<file path="src/rtl/fb_scanout_dma.sv">
// Framebuffer scanout: burst-reads RGB888 words into a pixel FIFO and emits one 30-bit Avalon-ST packet per frame.
// Latency: first m_read 2 cycles after enable rises; first st_valid 1 cycle after the first m_readdatavalid.
// Backpressure: st_ready stalls the FIFO head; a burst issues only when free FIFO space covers every outstanding beat.
module fb_scanout_dma #(
  parameter int H_RES      = 640,
  parameter int V_RES      = 480,
  parameter int BURST_LEN  = 8,
  parameter int FIFO_DEPTH = 64,
  parameter int ADDR_W     = 32
) (
  input  logic              clk,
  input  logic              reset_n,
  input  logic              enable,
  input  logic [ADDR_W-1:0] fb_base,
  output logic [ADDR_W-1:0] m_address,
  output logic [3:0]        m_burstcount,
  output logic              m_read,
  input  logic              m_waitrequest,
  input  logic [31:0]       m_readdata,
  input  logic              m_readdatavalid,
  output logic [29:0]       st_data,
  output logic              st_valid,
  input  logic              st_ready,
  output logic              st_sop,
  output logic              st_eop,
  output logic              underflow,
  output logic              frame_done
);

  localparam int TOTAL = H_RES * V_RES;
  localparam int CNT_W = $clog2(TOTAL + 1);
  localparam int AW    = $clog2(FIFO_DEPTH);
  localparam int FC_W  = AW + 1;

  localparam logic [CNT_W-1:0]  L_TOTAL     = CNT_W'(TOTAL);
  localparam logic [CNT_W-1:0]  L_LAST_REQ  = CNT_W'(TOTAL - BURST_LEN);
  localparam logic [CNT_W-1:0]  L_LAST_PIX  = CNT_W'(TOTAL - 1);
  localparam logic [CNT_W-1:0]  L_BURST_C   = CNT_W'(BURST_LEN);
  localparam logic [FC_W-1:0]   L_BURST_F   = FC_W'(BURST_LEN);
  localparam logic [FC_W-1:0]   L_DEPTH     = FC_W'(FIFO_DEPTH);
  localparam logic [FC_W:0]     L_USED_MAX  = (FC_W+1)'(FIFO_DEPTH - BURST_LEN);
  localparam logic [ADDR_W-1:0] L_ADDR_STEP = ADDR_W'(4 * BURST_LEN);

  typedef enum logic [1:0] {
    S_IDLE,
    S_ARM,
    S_FETCH,
    S_DRAIN
  } state_t;

  state_t             r_state;
  state_t             w_state_nxt;

  logic [ADDR_W-1:0]  r_next_addr;
  logic [CNT_W-1:0]   r_req_cnt;
  logic [CNT_W-1:0]   r_out_cnt;
  logic [FC_W-1:0]    r_outstanding;
  logic               r_underflow;
  logic               r_frame_done;

  logic [29:0]        r_mem [FIFO_DEPTH];
  logic [AW-1:0]      r_wr_ptr;
  logic [AW-1:0]      r_rd_ptr;
  logic [FC_W-1:0]    r_fifo_count;

  logic [FC_W:0]      w_used;
  logic               w_credit_ok;
  logic               w_req_more;
  logic               w_accept;
  logic               w_last_burst;
  logic               w_push;
  logic               w_fifo_push;
  logic               w_fifo_pop;
  logic               w_fifo_vld;
  logic [29:0]        w_push_dat;
  logic               w_xfer;
  logic               w_eop_xfer;
  logic               w_active;
  logic               w_unused_rd;

  function automatic logic [9:0] f_exp10(input logic [7:0] c);
    return {c, c[7:6]};
  endfunction

  // Command side: credit counts FIFO entries plus beats still in flight
  assign w_used       = {1'b0, r_fifo_count} + {1'b0, r_outstanding};
  assign w_credit_ok  = (w_used <= L_USED_MAX);
  assign w_req_more   = (r_req_cnt < L_TOTAL);
  assign w_last_burst = (r_req_cnt == L_LAST_REQ);
  assign m_read       = (r_state == S_FETCH) && w_req_more && w_credit_ok;
  assign w_accept     = m_read && !m_waitrequest;
  assign m_address    = r_next_addr;
  assign m_burstcount = m_read ? 4'(BURST_LEN) : 4'd0;

  // Read-data side: beats with nothing outstanding (stale after reset) are dropped
  assign w_push      = m_readdatavalid && (r_outstanding != '0);
  assign w_fifo_push = w_push && (r_fifo_count != L_DEPTH);
  assign w_push_dat  = {f_exp10(m_readdata[23:16]), f_exp10(m_readdata[15:8]), f_exp10(m_readdata[7:0])};
  assign w_unused_rd = ^m_readdata[31:24];

  // Stream side: head of FIFO is presented directly
  assign w_fifo_vld = (r_fifo_count != '0);
  assign st_valid   = w_fifo_vld;
  assign st_data    = w_fifo_vld ? r_mem[r_rd_ptr] : 30'd0;
  assign st_sop     = w_fifo_vld && (r_out_cnt == '0);
  assign st_eop     = w_fifo_vld && (r_out_cnt == L_LAST_PIX);
  assign w_xfer     = st_valid && st_ready;
  assign w_fifo_pop = w_xfer;
  assign w_eop_xfer = w_xfer && st_eop;
  assign w_active   = (r_state == S_FETCH) || (r_state == S_DRAIN);

  assign underflow  = r_underflow;
  assign frame_done = r_frame_done;

  // State register
  always_ff @(posedge clk or negedge reset_n) begin
    if (!reset_n) r_state <= S_IDLE;
    else          r_state <= w_state_nxt;
  end

  // Next-state: a frame, once armed, always runs through its EOP beat
  always_comb begin
    w_state_nxt = r_state;
    unique case (r_state)
      S_IDLE:  if (enable) w_state_nxt = S_ARM;
      S_ARM:   w_state_nxt = S_FETCH;
      S_FETCH: if (w_accept && w_last_burst) w_state_nxt = S_DRAIN;
      S_DRAIN: if (w_eop_xfer) w_state_nxt = enable ? S_ARM : S_IDLE;
      default: w_state_nxt = S_IDLE;
    endcase
  end

  // Address and request counter: base latched only in ARM, advanced per accepted burst
  always_ff @(posedge clk or negedge reset_n) begin
    if (!reset_n) begin
      r_next_addr <= '0;
      r_req_cnt   <= '0;
    end else if (r_state == S_ARM) begin
      r_next_addr <= fb_base;
      r_req_cnt   <= '0;
    end else if (w_accept) begin
      r_next_addr <= r_next_addr + L_ADDR_STEP;
      r_req_cnt   <= r_req_cnt + L_BURST_C;
    end
  end

  // Outstanding beats: grows by a burst on accept, shrinks per returned beat
  always_ff @(posedge clk or negedge reset_n) begin
    if (!reset_n) begin
      r_outstanding <= '0;
    end else begin
      unique case ({w_accept, w_push})
        2'b10:   r_outstanding <= r_outstanding + L_BURST_F;
        2'b01:   r_outstanding <= r_outstanding - 1'b1;
        2'b11:   r_outstanding <= r_outstanding + L_BURST_F - 1'b1;
        default: r_outstanding <= r_outstanding;
      endcase
    end
  end

  // Output pixel counter drives SOP/EOP marking
  always_ff @(posedge clk or negedge reset_n) begin
    if (!reset_n)               r_out_cnt <= '0;
    else if (r_state == S_ARM)  r_out_cnt <= '0;
    else if (w_xfer)            r_out_cnt <= r_out_cnt + 1'b1;
  end

  // FIFO storage, no reset needed since valid comes from the count
  always_ff @(posedge clk) begin
    if (w_fifo_push) r_mem[r_wr_ptr] <= w_push_dat;
  end

  // FIFO pointers and occupancy; push and pop together leave the count unchanged
  always_ff @(posedge clk or negedge reset_n) begin
    if (!reset_n) begin
      r_wr_ptr     <= '0;
      r_rd_ptr     <= '0;
      r_fifo_count <= '0;
    end else begin
      if (w_fifo_push) r_wr_ptr <= r_wr_ptr + 1'b1;
      if (w_fifo_pop)  r_rd_ptr <= r_rd_ptr + 1'b1;
      unique case ({w_fifo_push, w_fifo_pop})
        2'b10:   r_fifo_count <= r_fifo_count + 1'b1;
        2'b01:   r_fifo_count <= r_fifo_count - 1'b1;
        default: r_fifo_count <= r_fifo_count;
      endcase
    end
  end

  // Sticky underflow and frame-done pulse one cycle after the EOP beat
  always_ff @(posedge clk or negedge reset_n) begin
    if (!reset_n) begin
      r_underflow  <= 1'b0;
      r_frame_done <= 1'b0;
    end else begin
      if (w_active && st_ready && !w_fifo_vld) r_underflow <= 1'b1;
      r_frame_done <= (r_state == S_DRAIN) && w_eop_xfer;
    end
  end

endmodule

</file>
<file path="config.mk">
export PLATFORM = sky130hd
export DESIGN_NAME = fb_scanout_dma
export DESIGN_NICKNAME = d
export VERILOG_FILES = /design/src/rtl/fb_scanout_dma.sv
export SDC_FILE = /design/constraint.sdc
export NUM_CORES = 2
export LEC_CHECK = 0
export BUFFER_PORTS_ARGS = -buffer_cell sky130_fd_sc_hd__buf_4
export CAP_MARGIN = 20
export CORE_UTILIZATION = 45
export DETAILED_ROUTE_END_ITERATION = 10
export GPL_TIMING_DRIVEN = 0
export PLACE_DENSITY = 0.61
export RECOVER_POWER = 25
export SLEW_MARGIN = 20
export SYNTH_ARGS = -nofsm -noshare
export SYNTH_HDL_FRONTEND = slang
export SYNTH_SLANG_ARGS = --single-unit
</file>
<file path="constraint.sdc">
create_clock -name clk -period 4.3 [get_ports clk]
set_input_delay 0.215 -clock clk [delete_from_list [all_inputs] [get_ports clk]]
set_output_delay 0.215 -clock clk [all_outputs]
set_load 0.02 [all_outputs]
</file>
# ---- Yosys cells after proc, flatten, opt, wreduce, memory -nomap -nowiden
# Memory sizes are Yosys's and may differ from the RTL's.
# Cells that the tools add are included.
# Widths: inputs -> output; s select.
dict set report op_classes {
  mux 17
  n_reduce_logical 25
  add_sub_neg 11
  magnitude_cmp 2
  eq_ne 14
}
# cell n
set ops {}
lappend ops {{$mux 19} 4}
lappend ops {{$mux 32} 2}
lappend ops {{$eq 19x19->1 const B} 2}
lappend ops {{$add 32x6->32 const B} 1}
lappend ops {{$mux 30} 1}
lappend ops {{$pmux 7 s3} 1}
lappend ops {{$sub 7x1->7 const B} 3}
lappend ops {{$add 19x1->19 const B} 1}
lappend ops {{$add 19x4->19 const B} 1}
lappend ops {{$logic_not 19->1} 1}
lappend ops {{$lt 19x19->1 const B} 1}
lappend ops {{$pmux 7 s2} 1}
lappend ops {{$reduce_bool 7->1} 2}
lappend ops {{$logic_and 1x1->1} 13}
lappend ops {{$add 6x1->6 const B} 2}
lappend ops {{$eq 2x2->1 const B} 5}
lappend ops {{$add 7x7->8} 1}
lappend ops {{$le 8x6->1 const B} 1}
lappend ops {{$pmux 2 s4} 1}
lappend ops {{$add 7x1->7 const B} 1}
lappend ops {{$add 7x4->7 const B} 1}
lappend ops {{$ne 7x7->1 const B} 1}
lappend ops {{$eq 2x1->1 const B} 3}
lappend ops {{$mux 2} 3}
lappend ops {{other kinds (10)} 16}
dict set report word_totals {
  ramBits 1920
  in_bits 70
  elab_cells 80
  reg_bits 100
  memories 1
}
# memory depth width read_ports rd_ports_with_merged_regs wr line
set memory_table {}
lappend memory_table {r_mem 64 30 1 0 1 61} ;# logic [29:0] r_mem [FIFO_DEPTH];

# ---- Logic depth before layout (Yosys ltp)
dict set report logic_depth {
  depth_word 7
  mapped_depth 16
  mapped_depth_nobuf 16
}

# ---- Worst setup path after synthesis
# Ideal clock, no wire load.
dict set report synth_path {
  path_kind {reg2reg}
  from {register r_outstanding[4]}
  to {register r_fifo_count[6]}
  period_less_slack_ns 3.555
  arrival_time_ns 3.432
  t_required_ns 4.177
  path_buffers 0
  setup_slack_ns 0.745
  setup_time_ns 0.123
  path_stages_with_launch 15
  path_cell_list {dfrtp_1 -> or3_1 -> o41ai_2 -> a31oi_1 -> inv_2 -> ha_1 -> inv_1 -> fa_1 -> nor2b_1 -> o21ai_0 -> a21oi_1 -> o21ai_0 -> nand3_1 -> or3b_2 -> xnor2_1}
}
dict set report synth_via {
  elab_chain_cells 5
}
# item line
set synth_lines {}
lappend synth_lines {{from (decl)} 57} ;# logic [FC_W-1:0] r_outstanding;
lappend synth_lines {{from (signal assigned)} 153} ;# 2'b10: r_outstanding <= r_outstanding + L_BURST_F;
lappend synth_lines {{from (signal assigned)} 154} ;# 2'b01: r_outstanding <= r_outstanding - 1'b1;
lappend synth_lines {{from (signal assigned)} 155} ;# 2'b11: r_outstanding <= r_outstanding + L_BURST_F - 1'b1;
lappend synth_lines {{$reduce_bool 7->1 (*)} 96} ;# assign w_push = m_readdatavalid && (r_outstanding != '0);
lappend synth_lines {{$logic_and 1x1->1 (*)} 96}
lappend synth_lines {{$logic_and 1x1->1 (*)} 97} ;# assign w_fifo_push = w_push && (r_fifo_count != L_DEPTH);
lappend synth_lines {{$eq 2x1->1 or $eq 2x2->1 (tied branches)} 182} ;# unique case ({w_fifo_push, w_fifo_pop})
lappend synth_lines {{$pmux 7 s2 or $reduce_bool 2->1 (tied branches)} n/a}
lappend synth_lines {{to (signal assigned)} 183} ;# 2'b10: r_fifo_count <= r_fifo_count + 1'b1;
lappend synth_lines {{to (signal assigned)} 184} ;# 2'b01: r_fifo_count <= r_fifo_count - 1'b1;
lappend synth_lines {{to (signal assigned)} 185} ;# default: r_fifo_count <= r_fifo_count;
lappend synth_lines {{to (decl)} 64} ;# logic [FC_W-1:0] r_fifo_count;
# Mark *: on every way between the ends. The rest lies on a longest branch, timed or not.
# A chain may end at the register's enable or synchronous reset.

# ---- Worst setup path in the final report
dict set report layout_path {
  from {register r_rd_ptr[0]}
  to {output port st_data[8]}
}
dict set report layout_via {
  elab_chain_cells 2
}
# item line
set layout_lines {}
lappend layout_lines {{from (decl)} 63} ;# logic [AW-1:0] r_rd_ptr;
lappend layout_lines {{from (signal assigned)} 181} ;# if (w_fifo_pop) r_rd_ptr <= r_rd_ptr + 1'b1;
lappend layout_lines {{$mem_v2 64x30} n/a}
lappend layout_lines {{$mux 30} 104} ;# assign st_data = w_fifo_vld ? r_mem[r_rd_ptr] : 30'd0;
lappend layout_lines {{to (decl)} 21} ;# output logic [29:0] st_data,
# Every way passes these cells.

==> out/results.ini <==
[floorplanning]
core_area_um2=141000
die_y_um=379
rows=138
io_pins=142
start_util_pct=45.3
dieArea_um2=144000
fp.dieW_um=379

[global_route]
grt_pass1_wl_um=228000
antenna_found_initial=7
grt_pass1_vias=32250
overflow=0
grt_util_all_layers_pct=22.5
grt_max_degree=98

[pwr]
power_w=0.0492
pwr-share-comb_pct=34.1
p_per_area_nw_per_um2=650
sequentialPowerShare_pct=37.9
power.switching_w=0.0158
ir_worst_vdd_v=0.000619
clockPowerShare_pct=28.0
p_int_w=0.0334
sw_frac_of_total_pct=32.1
power.leakage_nw=24.0

[place]
dp_worst_setup_slack_ns=-0.660
gp_congestion=0.864
placedInstanceArea_um2=69600
io_buffers=130
hpwl_um=106000
dp.cells=4992

[worst_setup_path]
critPathKind=register to output pin
worstSetupStartpointType=register
slowest_delay_ns=0.62
crit_arrival_ns=4.04
crit_end=st_data[8]
r2r_start=r_outstanding[4]$_DFFE_PN0P_
critPathLaunch=r_rd_ptr[0]$_DFFE_PN0P_
reg2reg_to=r_fifo_count[6]$_DFFE_PN0P_
cp_max_fo=10
reg2reg_slack_ns=0.29
crit_required_ns=4.09
r2r.worst_path.cells=14
crit_chain=clkbuf_4, clkbuf_8, buf_6, mux4_2, mux4_2, mux2i_2, o22ai_1, buf_4, buf_4
end_kind=output pin
slowest_stage=mux4_2

[layout]
final_common_cell=edfxtp_1
drive_above_1_share_pct=32.2
final_cells=5333
post-route-util_pct=53.5
nFillCells=10459
multi_input_area_um2=15400
area_delta_synth_final_pct=18.0
design_area_um2=75700
layout_common_cells=edfxtp_1, mux4_2, clkbuf_16
seqCellArea_um2=48600
final_nets=3412

[synthesis]
synthAdderAreaFrac_pct=0.570
synth_top_area_share_pct=71.9
yosys-mux-area-fraction_pct=17.8
synth_xor_area_share_pct=1.02
synth_top_family_by_area=multiplexers
synth_compound_area_share_pct=1.11
synth-seq-cells=1633
yosysTopAreaCell=edfxtp_1
ys_seq_area_share_pct=75.7
synthTopCellsByArea=edfxtp_1, mux4_2, dfrtp_1
ys_async_sr_fraction_pct=5.94
postSynthAreaPerCell_um2=22.1
synth_area_um2=64100
syn_inst=2905
synth_ff_type=edfxtp_1
synth_cell_types=66
synthSimpleGateAreaFrac_pct=2.46
synth_enable_flop_cells=1536
yosysWarnings=0

[drt]
avgRoutedWirePerCell_um=29.9
vias=31552
drt_iter0_drc=3664
drc=0
drt-total-wl_um=160000
first_pass_iters=5
route.antenna.remaining_nets=0
routed_via_density=5.92

[sta]
layout_setup_ws_ns=0.0442
rsz0062_at_grt=true
report.final.slew_viol_count=1334
post-route-period-util_pct=99.0
max_freq_ghz=0.235
hold_viol=0
maxSlewHeadroom_pct=-146
period_minus_slack_ns=4.26
setup_violations=0
worst_pin_slew_ns=3.69
worst_clock_skew_ns=0.0242

[flow_run]
drv_cap=20

[clocking]
cts_max_level=4
clock_sinks=1633
clock-root-buffer=clkbuf_16
cts_tree=done
clk_latency_ns=0.79
cts_setup_buffers=0
cts.reportedPaths.clkPinSlew_ns=0.06
cts_buffers=161
max-clock-path-buffers=3

[status]
outcome=finished, violations left
violations=max-capacitance violations, max-slew violations

[min_path]
holdCritPathClass=input pin to register

[logic make-up after synthesis]
group	count (synthesis)
compound gates	111
buf+inv	192
mux	541
flops	1633
xor+xnor	75
other cells	1
simple gates	324
fa+ha+maj	28
[Yosys cell counts, types with 3 or more instances]
| master | instances |
|---|---|
| ha_1 | 26 |
| mux4_2 | 480 |
| edfxtp_1 | 1536 |
| and3_1 | 14 |
| o21ai_1 | 20 |
| or3_1 | 7 |
| buf_4 | 10 |
| o22ai_1 | 26 |
| inv_1 | 29 |
| mux2_2 | 11 |
| or4_1 | 3 |
| xor2_1 | 32 |
| nor2_1 | 113 |
| nand4_1 | 23 |
| dfrtp_1 | 97 |
| nand3_1 | 27 |
| and4_1 | 4 |
| nor2b_1 | 6 |
| nor3b_1 | 4 |
| a21oi_1 | 12 |
| buf_2 | 43 |
| nor3_1 | 27 |
| nand2_1 | 73 |
| mux2i_1 | 50 |
| clkbuf_1 | 91 |
| xnor2_1 | 43 |
| nor4_1 | 7 |
| or3b_2 | 3 |
| buf_1 | 16 |
| o21ai_0 | 24 |
[timing repair]
item | in CTS | in global routing
endpoints found under the setup margin | 32 | 8
hold endpoints to repair | 639 | 0
resized for setup | 159 | 18
pin swaps | 0 | 0
hold buffers | 51 | 0
[worst min-delay path by stage]
| stage | start | slack (ns) | endpoint | depth (start not counted) |
|---|---|---|---|---|
| after global routing | m_waitrequest | 0.13 | m_address[25]$_DFFE_PN0P_ | 6 |
| after global placement | fb_base[30] | 0.44 | m_address[30]$_DFFE_PN0P_ | 3 |
| after CTS | m_readdata[14] | 0.009 | r_mem[55][18]$_DFFE_PP_ | 1 |
| after floorplan | reset_n | -0.08 | frame_done$_DFF_PN0_ | 0 |
| final | m_waitrequest | 0.13 | r_state[1]$_DFFE_PN0P_ | 5 |
| after detailed placement | reset_n | 0.39 | r_req_cnt[13]$_DFFE_PN0P_ | 1 |
[flip-flops by register name, indices dropped and copies added (netlist names)]
name / cells
r_wr_ptr: 6
underflow: 1
r_rd_ptr: 6
r_fifo_count: 7
r_req_cnt: 16
r_mem: 1536
m_address: 32
frame_done: 1
r_state: 2
r_out_cnt: 19
r_outstanding: 7
[through the flow]
| step | setup TNS [ns] | hold WS [ns] |
|---|---|---|
| after floorplan | 0 | -0.0806 |
| after global placement | -1841.17 | 0.435 |
| after detailed placement | -10.72 | 0.390 |
| after CTS | 0 | 0.00944 |
| after global routing | -0.0237 | 0.131 |
| final | 0 | 0.134 |
[metal layers]
metal	up-vias	GRT usage, %	share of wire [%]
li1	13019	-	-
met2	1318	36.3	48
met1	16987	31.1	41
met4	6	6.63	2.6
met5	-	0	0.019
met3	222	4.72	8.2
[area by class of cell]
type | count | area share [%]
Timing Repair Buffer | 246 | 4.06
Antenna cell | 1 | 0.00331
Inverter | 31 | 0.154
Multi-Input combinational cell | 1082 | 20.4
Clock buffer | 207 | 5.80
Clock inverter | 84 | 0.984
Sequential cell | 1633 | 64.1
Tap cell | 1890 | 3.12
Buffer | 159 | 1.36
[power by group through the flow]
stage,clock (W),sequential (W),combinational (W)
after global routing,0.0146,0.0187,0.0176
after floorplan,0,0.0188,0.00976
after global placement,0,0.0189,0.0156
final,0.0138,0.0186,0.0168
after CTS,0.0140,0.0186,0.0169
after detailed placement,0,0.0189,0.0163
[worst max-delay path: cells and delay by family, from the launching register on]
kind,cells,cell delay [ns]
AO/OA/AOI/OAI,1,0.24
multiplexers,3,1.50
flip-flops,1,0.35
buffers and inverters,5,1.12
(Power assumes the default switching activity.)
